`src/rtl/systolic_feed_ctrl.sv`:
```
// systolic_feed_ctrl
//   Sequencer for an N x N output-stationary systolic MAC array.
//   Operand matrices A and B live in internal register buffers that are
//   written through a simple element write port while idle.
//   On start the controller:
//     1. pulses mac_clr to clear the array,
//     2. streams row-skewed A and column-skewed B onto the edge lanes,
//     3. waits drain_cycles for the last accumulate to settle,
//     4. pulses done and raises result_valid.
//
// Ports
//   clk          : rising-edge clock
//   rst          : synchronous, active-low reset
//   start        : run request, sampled only in IDLE
//   wr_en        : buffer write strobe (honoured only in IDLE)
//   wr_sel       : 0 = A buffer, 1 = B buffer
//   wr_row       : element row index (values >= array_size are ignored)
//   wr_col       : element column index (values >= array_size are ignored)
//   wr_data      : element value
//   a_out        : A lanes; lane i = a_out[i*data_size +: data_size]
//   b_out        : B lanes; lane j = b_out[j*data_size +: data_size]
//   mac_clr      : active-high array clear
//   busy         : high while a run is in progress
//   done         : one-cycle pulse when every C[i][j] is final
//   result_valid : level; set with done, cleared by the next accepted start
//
// All outputs are registered from the current state, so they trail the
// state register by one edge (start at edge 0 -> mac_clr after edge 1).
// array_size must be at least 2.
module systolic_feed_ctrl #(
    parameter int array_size   = 3,
    parameter int data_size    = 8,
    parameter int drain_cycles = 1
) (
    input  logic                                clk,
    input  logic                                rst,
    input  logic                                start,
    input  logic                                wr_en,
    input  logic                                wr_sel,
    input  logic [$clog2(array_size)-1:0]       wr_row,
    input  logic [$clog2(array_size)-1:0]       wr_col,
    input  logic [data_size-1:0]                wr_data,
    output logic [array_size*data_size-1:0]     a_out,
    output logic [array_size*data_size-1:0]     b_out,
    output logic                                mac_clr,
    output logic                                busy,
    output logic                                done,
    output logic                                result_valid
);

    localparam int IDX_W   = $clog2(array_size);
    localparam int STEPS   = 3 * array_size - 2;
    localparam int STEP_W  = $clog2(3 * array_size);
    localparam int DRAIN_W = (drain_cycles > 1) ? $clog2(drain_cycles) : 1;
    localparam int LANE_W  = array_size * data_size;

    localparam logic [STEP_W-1:0]  STEP_LAST  = STEP_W'(STEPS - 1);
    localparam logic [DRAIN_W-1:0] DRAIN_LAST = DRAIN_W'(drain_cycles - 1);

    typedef enum logic [2:0] {
        IDLE,
        CLEAR,
        FEED,
        DRAIN,
        DONE
    } state_t;

    state_t               state, state_nxt;
    logic [STEP_W-1:0]    step, step_nxt;
    logic [DRAIN_W-1:0]   drain_cnt, drain_nxt;

    logic [LANE_W-1:0]    a_nxt, b_nxt;
    logic                 mac_clr_nxt, busy_nxt, done_nxt, rv_nxt;

    logic [data_size-1:0] a_buf [array_size][array_size];
    logic [data_size-1:0] b_buf [array_size][array_size];

    int                   k;

    // Operand buffers: writable only in IDLE, frozen for the whole run.
    always_ff @(posedge clk) begin
        if (!rst) begin
            for (int unsigned r = 0; r < array_size; r++) begin
                for (int unsigned c = 0; c < array_size; c++) begin
                    a_buf[r][c] <= '0;
                    b_buf[r][c] <= '0;
                end
            end
        end else if (state == IDLE && wr_en &&
                     int'(wr_row) < array_size && int'(wr_col) < array_size) begin
            if (wr_sel)
                b_buf[wr_row][wr_col] <= wr_data;
            else
                a_buf[wr_row][wr_col] <= wr_data;
        end
    end

    // State, counters and registered outputs.
    always_ff @(posedge clk) begin
        if (!rst) begin
            state        <= IDLE;
            step         <= '0;
            drain_cnt    <= '0;
            a_out        <= '0;
            b_out        <= '0;
            mac_clr      <= 1'b1;
            busy         <= 1'b0;
            done         <= 1'b0;
            result_valid <= 1'b0;
        end else begin
            state        <= state_nxt;
            step         <= step_nxt;
            drain_cnt    <= drain_nxt;
            a_out        <= a_nxt;
            b_out        <= b_nxt;
            mac_clr      <= mac_clr_nxt;
            busy         <= busy_nxt;
            done         <= done_nxt;
            result_valid <= rv_nxt;
        end
    end

    always_comb begin
        state_nxt   = state;
        step_nxt    = step;
        drain_nxt   = drain_cnt;
        a_nxt       = '0;
        b_nxt       = '0;
        mac_clr_nxt = 1'b0;
        busy_nxt    = 1'b1;
        done_nxt    = 1'b0;
        rv_nxt      = result_valid;
        k           = 0;

        unique case (state)
            IDLE: begin
                busy_nxt = 1'b0;
                if (start) begin
                    state_nxt = CLEAR;
                    rv_nxt    = 1'b0;
                end
            end
            CLEAR: begin
                mac_clr_nxt = 1'b1;
                step_nxt    = '0;
                state_nxt   = FEED;
            end
            FEED: begin
                // Lane i carries A[i][t-i]; lane j carries B[t-j][j]. Lanes
                // whose diagonal index is outside 0..N-1 stay zero.
                for (int unsigned i = 0; i < array_size; i++) begin
                    k = int'(step) - int'(i);
                    if (k >= 0 && k < array_size) begin
                        a_nxt[i*data_size +: data_size] = a_buf[IDX_W'(i)][IDX_W'(k)];
                        b_nxt[i*data_size +: data_size] = b_buf[IDX_W'(k)][IDX_W'(i)];
                    end
                end
                step_nxt = step + STEP_W'(1);
                if (step == STEP_LAST) begin
                    state_nxt = DRAIN;
                    drain_nxt = '0;
                end
            end
            DRAIN: begin
                drain_nxt = drain_cnt + DRAIN_W'(1);
                if (drain_cnt == DRAIN_LAST)
                    state_nxt = DONE;
            end
            DONE: begin
                done_nxt  = 1'b1;
                rv_nxt    = 1'b1;
                state_nxt = IDLE;
            end
            default: state_nxt = IDLE;
        endcase
    end

endmodule

```
`config.mk`:
```
export PLATFORM = sky130hd
export DESIGN_NAME = systolic_feed_ctrl
export DESIGN_NICKNAME = d
export VERILOG_FILES = /design/src/rtl/systolic_feed_ctrl.sv
export SDC_FILE = /design/constraint.sdc
export NUM_CORES = 1
export LEC_CHECK = 0
export ABC_AREA = 1
export BUFFER_PORTS_ARGS = -buffer_cell sky130_fd_sc_hd__buf_2
export CELL_PAD_IN_SITES_DETAIL_PLACEMENT = 0
export CELL_PAD_IN_SITES_GLOBAL_PLACEMENT = 2
export CORE_MARGIN = 3
export CORE_UTILIZATION = 41
export CTS_BUF_LIST = sky130_fd_sc_hd__clkbuf_8
export CTS_CLUSTER_DIAMETER = 60
export CTS_CLUSTER_SIZE = 14
export DETAILED_ROUTE_END_ITERATION = 7
export GPL_ROUTABILITY_DRIVEN = 1
export HOLD_SLACK_MARGIN = 0.12
export PLACE_DENSITY_LB_ADDON = 0.1
export SLEW_MARGIN = 30
export SYNTH_ARGS = -nofsm -noshare
export SYNTH_HDL_FRONTEND = slang
export SYNTH_SLANG_ARGS = --single-unit
```
`constraint.sdc`:
```
create_clock -name clk -period 3.3 [get_ports clk]
set_clock_uncertainty 0.2 [all_clocks]
set_input_delay 0.165 -clock clk [delete_from_list [all_inputs] [get_ports clk]]
set_output_delay 0.165 -clock clk [all_outputs]
set_load 0.01 [all_outputs]
```
==> out/qor.csv <==
stage,metric,value,unit
global_route,grt_pass1_vias,6321,
synth,netlist_instances,858,
global_route,grt_pass1_wl,35700,µm
synth,synth_warnings,0,
sta,maxSlewHeadroom,47.9,%
synth,ys_seq_area_share,68.4,%
clocking,post_cts_buffers,0,
synth,yosys-top-cells-area,"edfxtp_1 55%, dfxtp_1 13%, nor2_1 8.2%",
placed_design,dpl.hpwl,15500,µm
detailed_routing,route.detailed.drc,0,
detailed_routing,drtAntennaViolNets,0,
setup_path,endpoint,b_out[21],
cells_and_area,finalNonFillerCells,1269,
setup_path,crit_required,3550,ps
setup_path,end_kind,flip-flop,
sta,drv_slew,0,
die,dieArea,0.0241,mm²
sta,timing.final.crit_period,2430,ps
synth,synth.top_cell.area_share,55.3,%
placed_design,placed_area,0.00985,mm²
synth,yosysMostFrequentCell,nor2_1,
synth,ys_ff_latch,228,
sta,setup_violations,0,
setup_path,r2r_setup_slack,870,ps
sta,setup_tns,0,ps
cells_and_area,layout-drive-gt1-share,16.8,%
setup_path,crit_fanout,36,
synth,syn_area_per_cell,10.6,µm²
global_route,grt.total_usage,19.3,%
die,chipHeight,155,µm
detailed_routing,drt_iter0_markers,447,
sta,timing.fmax,0.412,GHz
sta,worst_pin_slew,782,ps
detailed_routing,drt_wl_total,23400,µm
sta,rsz0062_at_grt,no,
synth,synth_edf_count,168,
clocking,cts_tree,done,
cells_and_area,finalInstanceArea,0.0105,mm²
pwr,pwr_density_cell,541,mW/mm²
clocking,cts.sinks,228,
clocking,cts_buffers,22,
synth,synth_ff_type,edfxtp_1,
synth,synthArstFlopShare,0,%
pwr,leakage,0.00426,µW
global_route,grt_max_degree,74,
die,initial_utilization,42.6,%
die,core-area,0.0214,mm²
clocking,clk_latency,550,ps
flow_run,max_cap_viol_count,0,
detailed_routing,vias_per_cell,4.99,
detailed_routing,vias,6328,
die,die_w,155,µm
synth,synth.distinct_cells,32,
placed_design,port_buffers,68,
cells_and_area,antenna_cells,0,
global_route,antenna_found_initial,0,
synth,synth_common_cells,"199 x nor2_1, 168 x edfxtp_1, 129 x nand2_1",
die,num_rows,53,
clocking,cts_buffer_depth,3,
synth,netlist_area,0.00913,mm²
setup_path,arrival,2670,ps
die,ios,69,
cells_and_area,area_growth,15.1,%
clocking,root_buffer,clkbuf_8,
clocking,cts.clk_slew.worst_paths,90,ps
detailed_routing,wl_per_cell,18.4,µm
clocking,htree_levels,1,
placed_design,dp_cells,1206,
placed_design,gp_congestion,0.800,
outcome,status,completed,
pwr,ir_worst_vdd,0.414,mV
setup_path,reg2reg_depth,7,
setup_path,worst_setup_path_start_kind,flip-flop,
sta,hold_viol,0,
global_route,overflow,0,
cells_and_area,final_nets,1002,
sta,finalCritPeriodShare,73.6,%
worst_hold_path,hold_path_class,in2reg,
setup_path,startpoint,step[1],
setup_path,crit_type,reg2reg,
setup_path,regToRegStartpoint,step[1],
synth,synth_largest_area_cell,edfxtp_1,
setup_path,worstReg2RegEnd,b_out[21],
detailed_routing,drt-pass1-iter-count,5,
-- per-stage QoR --
stage	hold slack, ps	power [µW]	utilization [%]	worst slack (ps)
after floorplan	173	3770	-	865
after global placement	244	4020	46.0	940
after detailed placement	252	4020	46.0	882
after CTS	142	5740	49.1	873
after global routing	190	5950	49.1	692
final	163	5690	49.1	872
-- cell families (layout without fill, tap and decap cells) --
logic type               count (synthesis)  count (layout)  synth area share, %
flip-flops                             228             228                 68.4
buffers and inverters                   90             203                 4.03
other                                    1              24               0.0411
XOR/XNOR                                 2               2                0.192
AND/OR/NAND/NOR                        399             399                 18.8
adder cells (fa/ha/maj)                  7               7                0.959
AO/OA/AOI/OAI                          131             131                 7.58
-- sequential cells by signal, summed over array words and instances (netlist names) --
signal and flops:
mac_clr 1, state 3, a_buf 72, b_buf 96, drain_cnt 1, step 4
b_out 24, done 1, busy 1, result_valid 1, a_out 24
-- cell type report --
class / instances / area [µm²]
tap: 275 / 344
inverter: 61 / 236
sequential: 228 / 6250
fill: 2047 / 10900
clock buffer: 23 / 317
clock inverter: 17 / 113
timing repair buffer: 102 / 653
multi-input combinational: 563 / 2600
-- worst min-delay path by stage --
stage | start | endpoint | slack, ps | cells after the start
floorplan | wr_data[0] | b_buf[2][16] | 170 | 2
global placement | drain_cnt | state[2] | 240 | 1
detailed placement | drain_cnt | state[2] | 250 | 1
CTS | wr_col[0] | a_buf[1][17] | 140 | 6
global route | wr_row[1] | a_buf[0][22] | 190 | 6
finish | wr_row[1] | a_buf[0][22] | 160 | 6
-- report_power, final --
group | switching (µW) | internal, µW | total (µW)
Sequential | 39.5 | 3190 | 3230
Combinational | 548 | 186 | 734
Clock | 986 | 745 | 1730
-- critical path, cell delays in order, from the launching register on --
cell,delay [ps]
dfxtp_1,320
inv_1,80
buf_4,450
ha_1,300
o21ai_0,120
a21oi_2,130
nand3_2,420
nor3_1,300
-- routing by layer --
metal  up-vias  routed length [µm]  global-route usage (%)
li1       3072                   -                       -
met4         0                 704                    6.54
met1      3053               10400                    25.6
met5         -                   0                       0
met3        46                1210                    3.28
met2       157               11100                    32.5
-- placed cells by master, fill, tap and decap left out, drive strengths merged --
cell type    count
nor2           207
edfxtp         168
nand2          158
buf             79
a21oi           75
inv             73
dfxtp           60
o21ai           55
conb            24
clkbuf          23
dlygate4sd3     23
nand3           19
nor3            10
ha               7
nand4            3
clkinvlp         2
clkinv           2
nor4             1
xnor2            1
o211ai           1
nor3b            1
xor2             1
bufinv           1
-- timing repair --
action,in CTS,in global routing
hold endpoints to repair,152,0
gates resized for setup,0,0
hold buffers,23,0
No activity file was read; power rests on OpenSTA's default activity.
